--- config.mk ---
export PLATFORM = sky130hd
export DESIGN_NAME = hv_sram_arbiter
export DESIGN_NICKNAME = d
export VERILOG_FILES = /design/src/rtl/hv_sram_arbiter.sv
export SDC_FILE = /design/constraint.sdc
export NUM_CORES = 1
export LEC_CHECK = 0
export BUFFER_PORTS_ARGS = -buffer_cell sky130_fd_sc_hd__buf_2
export CORE_AREA = 3 3 208 210
export CTS_CLUSTER_DIAMETER = 30
export CTS_CLUSTER_SIZE = 25
export DETAILED_ROUTE_END_ITERATION = 16
export DIE_AREA = 0 0 211 213
export PLACE_DENSITY = 0.43
export SYNTH_ARGS = -nofsm -noshare
export SYNTH_HDL_FRONTEND = slang
export SYNTH_SLANG_ARGS = --single-unit
--- constraint.sdc ---
create_clock -name clk -period 2.9 [get_ports clk]
set_input_delay 0.58 -clock clk [delete_from_list [all_inputs] [get_ports clk]]
set_output_delay 0.58 -clock clk [all_outputs]
set_load 0.01 [all_outputs]
--- src/rtl/hv_sram_arbiter.sv ---
// Arbitrates the three HV SRAM banks between the host load port and the run-time read port,
// gating reads until the initial load finishes and tracking reads through the 2-cycle SRAM.
module hv_sram_arbiter #(
    parameter int unsigned HV_WIDTH     = 64,
    parameter int unsigned STARVE_LIMIT = 4
) (
    input  logic                clk,
    input  logic                rst,
    input  logic                ld_valid,
    output logic                ld_ready,
    input  logic [4:0]          ld_addr,
    input  logic [HV_WIDTH-1:0] ld_data,
    input  logic                ld_last,
    output logic                init_done,
    input  logic                rd_valid,
    output logic                rd_ready,
    input  logic [4:0]          rd_addr,
    output logic [HV_WIDTH-1:0] rd_data,
    output logic                rd_data_valid,
    output logic [2:0]          addr_1,
    output logic [2:0]          addr_2,
    output logic [2:0]          addr_3,
    output logic                we_1,
    output logic                we_2,
    output logic                we_3,
    output logic [HV_WIDTH-1:0] wdata_1,
    output logic [HV_WIDTH-1:0] wdata_2,
    output logic [HV_WIDTH-1:0] wdata_3,
    input  logic [HV_WIDTH-1:0] hv_1,
    input  logic [HV_WIDTH-1:0] hv_2,
    input  logic [HV_WIDTH-1:0] hv_3
);
    localparam int unsigned NBANK = 3;
    localparam int unsigned BW    = 2;
    localparam int unsigned RW    = 3;
    localparam int unsigned CW    = 3;

    typedef enum logic {S_LOAD, S_RUN} state_t;

    state_t              r_state;
    logic                r_init_done;
    logic [CW-1:0]       r_stall_cnt;
    logic                r_p1_v;
    logic                r_p2_v;
    logic [BW-1:0]       r_p1_bank;
    logic [BW-1:0]       r_p2_bank;

    logic [BW-1:0]       w_ld_bank;
    logic [BW-1:0]       w_rd_bank;
    logic                w_conflict;
    logic                w_starved;
    logic                w_ld_grant;
    logic                w_rd_grant;
    logic [RW-1:0]       w_addr  [NBANK];
    logic                w_we    [NBANK];
    logic [HV_WIDTH-1:0] w_wdata [NBANK];

    // 00 -> bank 1, 01 -> bank 2, 1x -> bank 3 (encoded 0/1/2)
    function automatic logic [BW-1:0] bank_of(input logic [4:0] a);
        return a[4] ? BW'(2) : BW'(a[3]);
    endfunction

    assign w_ld_bank  = bank_of(ld_addr);
    assign w_rd_bank  = bank_of(rd_addr);
    assign w_conflict = ld_valid && rd_valid && (w_ld_bank == w_rd_bank);
    assign w_starved  = (r_stall_cnt >= CW'(STARVE_LIMIT));

    always_comb begin
        ld_ready = 1'b0;
        rd_ready = 1'b0;
        if (!rst) begin
            if (r_state == S_LOAD) begin
                ld_ready = 1'b1;
            end else begin
                ld_ready = !(w_conflict && !w_starved);
                rd_ready = !(w_conflict && w_starved);
            end
        end
    end

    assign w_ld_grant = ld_valid && ld_ready;
    assign w_rd_grant = rd_valid && rd_ready;

    // Per-bank drive; arbitration guarantees load and read never share a bank here
    always_comb begin
        for (int b = 0; b < int'(NBANK); b++) begin
            w_addr[b]  = '0;
            w_we[b]    = 1'b0;
            w_wdata[b] = '0;
            if (w_ld_grant && (w_ld_bank == BW'(b))) begin
                w_addr[b]  = ld_addr[RW-1:0];
                w_we[b]    = 1'b1;
                w_wdata[b] = ld_data;
            end else if (w_rd_grant && (w_rd_bank == BW'(b))) begin
                w_addr[b] = rd_addr[RW-1:0];
            end
        end
    end

    assign addr_1  = w_addr[0];
    assign addr_2  = w_addr[1];
    assign addr_3  = w_addr[2];
    assign we_1    = w_we[0];
    assign we_2    = w_we[1];
    assign we_3    = w_we[2];
    assign wdata_1 = w_wdata[0];
    assign wdata_2 = w_wdata[1];
    assign wdata_3 = w_wdata[2];

    always_ff @(posedge clk) begin
        if (rst) begin
            r_state     <= S_LOAD;
            r_init_done <= 1'b0;
            r_stall_cnt <= '0;
            r_p1_v      <= 1'b0;
            r_p2_v      <= 1'b0;
            r_p1_bank   <= '0;
            r_p2_bank   <= '0;
        end else begin
            case (r_state)
                S_LOAD: begin
                    if (ld_valid && ld_last) begin
                        r_state     <= S_RUN;
                        r_init_done <= 1'b1;
                    end
                end
                default: r_state <= S_RUN;
            endcase

            // Saturating count of loads lost to a same-bank read
            if (w_ld_grant) begin
                r_stall_cnt <= '0;
            end else if (ld_valid && w_conflict && (r_state == S_RUN) && (r_stall_cnt != '1)) begin
                r_stall_cnt <= r_stall_cnt + CW'(1);
            end

            r_p1_v    <= w_rd_grant;
            r_p1_bank <= w_rd_bank;
            r_p2_v    <= r_p1_v;
            r_p2_bank <= r_p1_bank;
        end
    end

    assign init_done     = r_init_done;
    assign rd_data_valid = r_p2_v;

    always_comb begin
        rd_data = '0;
        if (r_p2_v) begin
            case (r_p2_bank)
                BW'(0):  rd_data = hv_1;
                BW'(1):  rd_data = hv_2;
                default: rd_data = hv_3;
            endcase
        end
    end
endmodule

==> metrics.txt, run 1 <==
outcome=finished clean; largest driver fanout on the critical path=68; number of flops mapped to enable cells by yosys=0; post-synthesis average cell area=around 6.4 um^2; number of global-route vias before repair=approximately 5800; Post-Syn Nets=~850; crit start category=input pin; hold path startpoint=r_p1_v; Total Wirelength=around 27000 um; total power of the final layout=0.00102 W; CTS H-tree depth=1; wire length of the first global-routing pass=roughly 36000 um; vertical die dimension=between 200 and 250 um; dominant cell type by area after synthesis=and2_1; CTS max path bufs=2; post-route core utilization=0.172; Final Hold Viols=0; number of input and output port buffers inserted=roughly 540; GRT Overall Usage=0.107; last weighted congestion value of the routability-driven placer=0.786; category of the critical setup timing path=in2out; maximum clock skew at final layout=~0.0011 ns; maximum number of pins on one net before global-route repair=69; DRC marker count from the first detailed-route iteration=about 250; clock slew at reported path FFs=around 0.040 ns; worst path arrival time=just over 2 ns; remaining routing DRC violations=0; sequential area share after synthesis=0.0595; overall die width=211 um; Max-Slew Margin vs Limit=0.606; remaining antenna violation count after routing=0; fraction of synthesis flops using an asynchronous set or reset pin=0; Synth Cell Area=between 3000 and 4000 um^2; share of Yosys cell area claimed by the top area cell type=0.328; static power due to leakage=roughly 4.2 nW; largest vdd supply drop=about 0.00012 V; Least-Margin Pin Slew=between 0.5 and 0.6 ns; count of distinct cell types in the synthesized netlist=32; Skew-Pair Late Insertion Delay=between 0.2 and 0.25 ns; master cell of the clock root buffer=clkbuf_16; detailed-routing iteration count for the pre-antenna-repair pass=4; Area Growth Syn to Fin=94.1%; ratio of cells with drive above 1 in the final layout=0.532; Diodes inserted=0; RSZ-0062 raised after global routing=no; I/O pins=roughly 540; layout net count=approximately 1400; number of hold-repair buffers added at the cts stage=0; number of instances in the synthesized netlist=a little under 600; area enclosed by the die boundary=44900 um^2; area of the core=41800 um^2; Yosys warning count=0; highest attainable clock frequency=380 MHz; cells taking the most area after synthesis=and2_1, mux2i_1, and3_1; max-capacitance violation count=0; Vias=around 6100; list of most frequent post-synthesis cells=and2_1, o21ai_0, nand2_1; remaining global-route overflow=0; initial antenna violation count=2; clock tree from TritonCTS=yes; num rows=75; Setup-failing EPs final=0; starting density of the core=0.0887; Cell Pwr Density=roughly 140 nW/um^2; launch point of the critical path=ld_addr[3]; detailed-route wire length per cell=~17 um; Final Max Slew Viols=0; r2r startpoint=r_stall_cnt[0]; Num Clock Sinks=11; Num CTS Buffers=3; average via count per standard cell=approximately 3.7; cts repair resizes=0; Crit path required time=about 2.3 ns; Tightest Hold Check Type=reg2reg; primary flip-flop cell chosen by synthesis mapping=dfxtp_1; Post-Route Setup TNS=0 ns; kind of end point of the critical path=output pin; total setup buffers inserted after CTS=0; flop and latch count out of synthesis=11; most repeated cell in the gate-level netlist after synthesis=and2_1; final clock period utilization by the worst path=0.907; Min Clock Period, post-route=2.63 ns; detailed placer's ending HPWL=approximately 24000 um
[cells by family (layout without fill, tap and decap cells)]
group	count (synthesis)	after routing	share of synthesized area
AO/OA/AOI/OAI	92	92	0.150
XOR/XNOR	1	1	0.00439
adder cells (fa/ha/maj)	3	3	0.0101
buffers and inverters	64	573	0.0740
flip-flops	11	11	0.0595
multiplexers	64	64	0.173
AND/OR/NAND/NOR	343	343	0.529
[per-stage QoR]
step / cell area [um^2] / instances / hold WS (ns) / setup slack, ns
floorplan: 3700 / 578 / 0.414 / 0.445
global placement: 7110 / 1622 / 0.428 / 0.0155
detailed placement: 7110 / 1622 / 0.432 / 0.0768
CTS: 7180 / 1626 / 0.439 / 0.0620
global route: 7190 / 1626 / 0.450 / 0.149
finish: 7190 / 1626 / 0.433 / 0.271
[registers in the layout, summed over array words and instances, names as in the netlist]
signal / count
r_stall_cnt: 3
init_done: 1
r_p1_v: 1
r_p1_bank: 2
rd_data_valid: 1
r_p2_bank: 2
r_state: 1
[cell usage in the layout (no fill, tap or decap), types with 2 or more instances in the layout]
| cell type | n |
|---|---|
| buf_4 | 14 |
| dfxtp_1 | 8 |
| inv_1 | 6 |
| mux2i_1 | 64 |
| clkbuf_16 | 3 |
| a21oi_1 | 6 |
| a32o_1 | 6 |
| buf_2 | 542 |
| a31oi_1 | 2 |
| nand2_1 | 66 |
| a211oi_1 | 2 |
| o21ai_0 | 67 |
| buf_12 | 6 |
| and2_1 | 194 |
| nor2_1 | 5 |
| nor2b_1 | 4 |
| ha_1 | 3 |
| a22o_1 | 3 |
| nand3_1 | 5 |
| and3_1 | 65 |
| dfxtp_4 | 2 |
[path summary, 6_finish.rpt]
path                            slack, ns  depth (start not counted)        endpoint
worst max-delay path                 0.27                          7     wdata_2[50]
worst min-delay path                 0.43                          1   rd_data_valid
worst max register to register       1.50                          5  r_stall_cnt[1]
worst min register to register       0.43                          1   rd_data_valid
[worst max-delay path, cell delays in order]
cell and delay [ns]:
buf_2 0.14, xor2_2 0.23, o21ai_4 0.12, a2111oi_4 0.35, buf_12 0.26, and2_1 0.17
buf_2 0.13
[report_power, final]
| part | switching (W) | leakage, nW | internal [W] | total [W] |
|---|---|---|---|---|
| Clock | 0.0000625 | 0.0382 | 0.000184 | 0.000247 |
| Combinational | 0.000323 | 4.05 | 0.000284 | 0.000608 |
| Sequential | 0.0000148 | 0.0918 | 0.000156 | 0.000170 |
[layout make-up]
cell class	instances	area (um^2)
Timing Repair Buffer	562	2940
Clock buffer	4	78.8
Inverter	7	26.3
Sequential cell	11	229
Tap cell	539	674
Fill cell	4876	34600
Multi-Input combinational cell	503	3240
[metal layers]
metal | GRT usage | vias to the layer above | share of wire
li1 | - | 2952 | -
met1 | 0.126 | 2743 | 0.39
met2 | 0.210 | 358 | 0.53
met3 | 0.0107 | 22 | 0.066
met4 | 0.0178 | 0 | 0.015
met5 | 0 | - | 0
No activity file was read; power rests on OpenSTA's default activity.
==> inputs of run 2 (changes only) <==
BUFFER_PORTS_ARGS = -buffer_cell sky130_fd_sc_hd__buf_4   (was -buffer_cell sky130_fd_sc_hd__buf_2)
==> run 2 against run 1 <==
  * Critical path depth unchanged
  * Register-to-register slack better by 0.03 ns
  * Sequential share of layout area down 0.50 points
  * Critical endpoint is now wdata_1[1]
  * Global-route usage up 0.38 points
  * Sequential power down 2%
  * Combinational power up 24%
  * Die area unchanged
  * Critical path type unchanged
  * Via count down 1.3%
  * Power up 14%
==> metrics.txt, run 2 (synthesis results as in run 1) <==
largest vdd supply drop=0.000130 V (+6.2%); remaining antenna violation count after routing=0 (unchanged); Max-Slew Margin vs Limit=0.540 (-0.0661); Critical path buffers and inverters=3 (unchanged); Tightest Hold Check Type=reg2reg; total setup buffers inserted after CTS=0 (unchanged); Clock power frac=0.213 (-0.028); commonest cells after routing, fill and taps aside=buf_4, and2_1, o21ai_0, nand2_1, and3_1; number of cells traversed by the worst register-to-register path=5 (unchanged); outcome=finished clean; register with the most flip-flops=r_stall_cnt; timing endpoint of the critical path=wdata_1[1]; Max stage delay on crit path=0.54 ns (+0.19 ns); average via count per standard cell=3.69 (-1.3%); area of the core=41800 um^2 (unchanged); vertical die dimension=213 um (unchanged); detailed-route wire length per cell=17.3 um (+4.1%); critical path's slowest cell=a21oi_4; part of the total power dissipated in combinational logic=0.645 (+0.052); Skew-Pair Late Insertion Delay=0.24 ns (about the same); area enclosed by the die boundary=44900 um^2 (unchanged); detailed placer's ending HPWL=24200 um (+2.7%); last weighted congestion value of the routability-driven placer=0.779 (-0.88%); launch point of the critical path=ld_addr[3]; num rows=75 (unchanged); DRC marker count from the first detailed-route iteration=234 (-6.0%); starting density of the core=0.0887 (unchanged); number of input and output port buffers inserted=542 (unchanged); CTS max path bufs=2 (unchanged); final clock period utilization by the worst path=0.969 (+0.0621); master cell of the clock root buffer=clkbuf_16; final design instance area without fill=8530 um^2 (+19%); net switching share of the total power=0.348 (-0.0428); flip-flop count of the largest register after layout=3 (unchanged); clock tree from TritonCTS=yes; minimum setup slack among reg-to-reg paths=1.53 ns (+0.03 ns); worst setup timing slack at the placement stage=0.0363 ns (-0.0405 ns); ratio of cells with drive above 1 in the final layout=0.531 (about the same); r2r startpoint=r_stall_cnt[0]; GRT Overall Usage=0.110 (+0.00378); layout net count=1361 (-0.073%); internal power=0.000762 W (+22%); placed standard-cell area=8440 um^2 (+19%); cells traversed along the worst timing path=buf_4 -> xor2_2 -> o21ai_4 -> a21oi_4 -> buf_12 -> and3_1 -> buf_4; sequential share of power=0.142 (-0.024); remaining global-route overflow=0 (unchanged); most common cell after layout, fill and taps aside=buf_4; maximum number of pins on one net before global-route repair=76 (+10%); Setup WS post-layout=0.0908 ns (-0.180 ns); Num CTS Buffers=3 (unchanged); I/O pins=543 (unchanged); crit start category=input pin; static power due to leakage=4.39 nW (+5.0%); Area Growth Syn to Fin=130%; remaining routing DRC violations=0 (unchanged); Vias=5998 (-1.3%); highest attainable clock frequency=356 MHz (-6.4%); category of the critical setup timing path=in2out; wire length of the first global-routing pass=37700 um (+3.6%); number of global-route vias before repair=5990 (+4.1%); Total Wirelength=28000 um (+4.1%); Setup-failing EPs final=0 (unchanged); CTS H-tree depth=1 (unchanged); RSZ-0062 raised after global routing=no; Filler Cells Inserted=4734 (-2.9%); Crit path required time=2.32 ns (about the same); R2R Path End=r_stall_cnt[2]; kind of end point of the critical path=output pin; Cell Pwr Density=137 nW/um^2 (-3.8%); cell class contributing the biggest share of worst-path delay=compound AO/OA/AOI/OAI gates; maximum clock skew at final layout=0.00258 ns (+0.00151 ns); Num Clock Sinks=11 (unchanged); initial antenna violation count=1 (-1); instance count on the critical path=7 (unchanged); Post-Route Setup TNS=0 ns (unchanged); clock slew at reported path FFs=0.04 ns (about the same); Min Clock Period, post-route=2.81 ns (+0.180 ns); Final Hold Viols=0 (unchanged); Final Max Slew Viols=0 (unchanged); largest driver fanout on the critical path=41 (-40%); overall die width=211 um (unchanged); Least-Margin Pin Slew=0.690 ns (+0.0991 ns); switching component of the power=0.000407 W (+1.6%); most repeated library cell on the critical path=buf_4; worst path arrival time=2.23 ns (+0.18 ns); max-capacitance violation count=0 (unchanged); detailed-routing iteration count for the pre-antenna-repair pass=4 (unchanged); largest registers in the final layout=r_stall_cnt (3), r_p1_bank (2), r_p2_bank (2)
## run 2: cell count changes in the layout (fill, tap and decap cells not counted), sizes merged
cell | previous run | this run
buf | 562 | 561
diode | 0 | 1
## run 2: metal layers
metal | part of all wire | track usage | vias to the layer above
met5 | 0 | 0 | -
met4 | 0.014 | 0.0199 | 0
met3 | 0.069 | 0.0150 | 16
met2 | 0.53 | 0.216 | 355
met1 | 0.39 | 0.129 | 2675
li1 | - | - | 2952
## run 2: timing repair
| item | in CTS | in global routing |
|---|---|---|
| setup endpoints to repair | 0 | 1 |
| hold buffers | 0 | 0 |
| gates resized for setup | 0 | 1 |
| hold endpoints to repair | 0 | 0 |
## run 2: worst min-delay path by stage
| stage | start | end | slack [ns] | cells after the start |
|---|---|---|---|---|
| floorplan | r_p1_bank[0] | r_p2_bank[0] | 0.41 | 1 |
| global placement | r_p1_bank[0] | r_p2_bank[0] | 0.42 | 1 |
| detailed placement | r_p1_bank[1] | r_p2_bank[1] | 0.43 | 1 |
| CTS | r_p1_bank[1] | r_p2_bank[1] | 0.44 | 1 |
| global route | r_p1_bank[1] | r_p2_bank[1] | 0.46 | 1 |
| finish | r_p1_bank[1] | r_p2_bank[1] | 0.44 | 1 |
## run 2: layout make-up
class | instances | area (um^2) | share of cell area
antenna | 1 | 2.50 | 0.000293
clock buffer | 4 | 78.8 | 0.00924
inverter | 7 | 26.3 | 0.00308
multi-input combinational | 503 | 3240 | 0.380
sequential | 11 | 229 | 0.0268
tap | 539 | 674 | 0.0791
timing repair buffer | 561 | 4270 | 0.501
## run 2: metrics by stage
stage / power [W] / util / cells / hold WS [ns]
2_1_floorplan: 0.000402 / - / 578 / 0.414
3_3_place_gp: 0.000933 / 0.202 / 1621 / 0.417
3_5_place_dp: 0.000937 / 0.202 / 1621 / 0.428
4_1_cts: 0.00119 / 0.204 / 1625 / 0.437
5_1_grt: 0.00126 / 0.204 / 1625 / 0.457
6_report: 0.00117 / 0.204 / 1626 / 0.436
## run 2: power by group through the flow
| stage | registers [W] | clock network [W] | logic [W] |
|---|---|---|---|
| after detailed placement | 0.000169 | 0 | 0.000768 |
| after floorplan | 0.000162 | 0 | 0.000241 |
| final | 0.000166 | 0.000249 | 0.000755 |
| after global placement | 0.000170 | 0 | 0.000763 |
| after global routing | 0.000167 | 0.000267 | 0.000822 |
| after CTS | 0.000167 | 0.000256 | 0.000770 |
==> inputs of run 3 (changes only) <==
CORE_AREA = 3 3 210 212   (was 3 3 208 210)
CTS_BUF_LIST = sky130_fd_sc_hd__clkbuf_4   (was not set)
DIE_AREA = 0 0 213 215   (was 0 0 211 213)
clock period = 3.52 ns   (was 2.9 ns; I/O delays follow)
==> run 3 against run 2 <==
  * Power fell by 28%
  * Final cell count is 0.31% lower
  * First-iteration DRC count grew 19%
  * Cell area shrank 1.2%
  * Non-clock buffer count is 7 lower
==> metrics.txt, run 3 (synthesis results as in run 1) <==
Tightest Hold Check Type=reg2reg; Crit path required time=2.82 ns (+0.50 ns); remaining routing DRC violations=0 (unchanged); crit start category=input pin; largest driver fanout on the critical path=10 (-76%); maximum clock skew at final layout=0.00600 ns (+0.00342 ns); Setup-failing EPs final=0 (unchanged); GRT Overall Usage=0.113 (+0.00242); Max-Slew Margin vs Limit=0.234 (-0.307); area enclosed by the die boundary=45800 um^2 (+1.9%); Cell Pwr Density=99.5 nW/um^2 (-27%); remaining global-route overflow=0 (unchanged); number of hold-repair buffers added at the cts stage=0 (unchanged); cell total after placement=1614 (-0.43%); category of the critical setup timing path=in2out; last weighted congestion value of the routability-driven placer=0.805 (+3.4%); number of input and output port buffers inserted=542 (unchanged); Num Clock Sinks=11 (unchanged); Total Wirelength=29000 um (+3.4%); wire length of the first global-routing pass=39100 um (+3.8%); num rows=75 (unchanged); vertical die dimension=215 um (+0.94%); detailed placer's ending HPWL=24900 um (+3.3%); remaining antenna violation count after routing=0 (unchanged); outcome=finished clean; largest registers in the final layout=r_stall_cnt (3), r_p1_bank (2), r_p2_bank (2); register with the most flip-flops=r_stall_cnt; Post-Route Setup TNS=0 ns (unchanged); CTS H-tree depth=1 (unchanged); Filler Cells Inserted=4797 (+1.3%); Least-Margin Pin Slew=1.15 ns (+0.457 ns); final clock period utilization by the worst path=0.949; cts repair resizes=0 (unchanged); Area Growth Syn to Fin=127%; CTS max path bufs=2 (unchanged); flip-flop count of the largest register after layout=3 (unchanged); most common cell after layout, fill and taps aside=buf_4; Skew-Pair Late Insertion Delay=0.26 ns (+0.02 ns); commonest cells after routing, fill and taps aside=buf_4, and2_1, o21ai_0, nand2_1, and3_1; detailed-route wire length per cell=17.9 um (+3.8%); maximum number of pins on one net before global-route repair=93 (+22%); launch point of the critical path=rst; Num CTS Buffers=3 (unchanged); worst path arrival time=2.64 ns (+0.41 ns); static power due to leakage=4.33 nW (-1.3%); hold path startpoint=r_p1_v; clock slew at reported path FFs=0.07 ns (+0.03 ns); largest vdd supply drop=0.0000638 V (-51%); DRC marker count from the first detailed-route iteration=279 (+19%); kind of end point of the critical path=output pin; ratio of cells with drive above 1 in the final layout=0.528 (-0.00304); count of non-filler cells in the finished layout=1621 (-0.31%); area of the core=42100 um^2 (+0.90%); Final Hold Viols=0 (unchanged); highest attainable clock frequency=approximately 300 MHz; Final Max Slew Viols=0 (unchanged); RSZ-0062 raised after global routing=no; detailed-routing iteration count for the pre-antenna-repair pass=4 (unchanged); total setup buffers inserted after CTS=0 (unchanged); Vias=6078 (+1.3%); number of cells traversed by the worst register-to-register path=5 (unchanged); initial antenna violation count=6 (+5); overall die width=213 um (+0.95%); number of global-route vias before repair=6105 (+1.9%); average via count per standard cell=3.75 (+1.6%); starting density of the core=0.0879 (-0.000790); r2r startpoint=r_stall_cnt[0]; layout net count=1354 (-0.51%); max-capacitance violation count=0 (unchanged); I/O pins=543 (unchanged); clock tree from TritonCTS=yes; Min Clock Period, post-route=3.34 ns; WHS Path Cells=1 (unchanged); master cell of the clock root buffer=clkbuf_4
-- run 3: metal layers --
metal	global-route usage	wire length, um
met1	0.123	10700
met2	0.216	14600
met4	0.0355	992
met3	0.0220	2630
met5	0	64
-- run 3: area by class of cell --
| type | count | area (um^2) | area share |
|---|---|---|---|
| Antenna cell | 3 | 7.51 | 0.000891 |
| Clock inverter | 1 | 5.00 | 0.000594 |
| Timing Repair Buffer | 554 | 4220 | 0.501 |
| Clock buffer | 3 | 22.5 | 0.00267 |
| Sequential cell | 11 | 229 | 0.0272 |
| Tap cell | 539 | 674 | 0.0801 |
| Multi-Input combinational cell | 503 | 3240 | 0.384 |
| Inverter | 7 | 26.3 | 0.00312 |
-- run 3: path summary, 6_finish.rpt --
path / end / slack (ns)
worst min register to register: rd_data_valid / 0.43
worst max register to register: r_stall_cnt[0] / 2.12
worst max-delay path: addr_1[2] / 0.18
worst min-delay path: rd_data_valid / 0.43
-- run 3: stage by stage --
step / worst slack (ns) / cell area [um^2] / utilization / total power (W) / hold WS, ns
after CTS: 0.176 / 8420 / 0.200 / 0.000854 / 0.436
after global placement: 0.243 / 8390 / 0.199 / 0.000764 / 0.424
after global routing: 0.172 / 8420 / 0.200 / 0.000901 / 0.440
after floorplan: 0.817 / 3700 / - / 0.000331 / 0.414
after detailed placement: 0.195 / 8390 / 0.199 / 0.000767 / 0.427
final: 0.179 / 8420 / 0.200 / 0.000838 / 0.435
-- run 3: critical path, cell delays in order --
cell	delay (ns)
buf_4	0.15
inv_2	0.07
nand3_1	0.14
a2111oi_1	1.04
buf_4	0.28
a32o_1	0.13
buf_4	0.12
-- run 3: power breakdown --
| part | internal, W | switching (W) |
|---|---|---|
| clock network | 0.0000420 | 0.0000415 |
| registers | 0.000127 | 0.0000126 |
| logic | 0.000343 | 0.000272 |
| total | 0.000512 | 0.000326 |
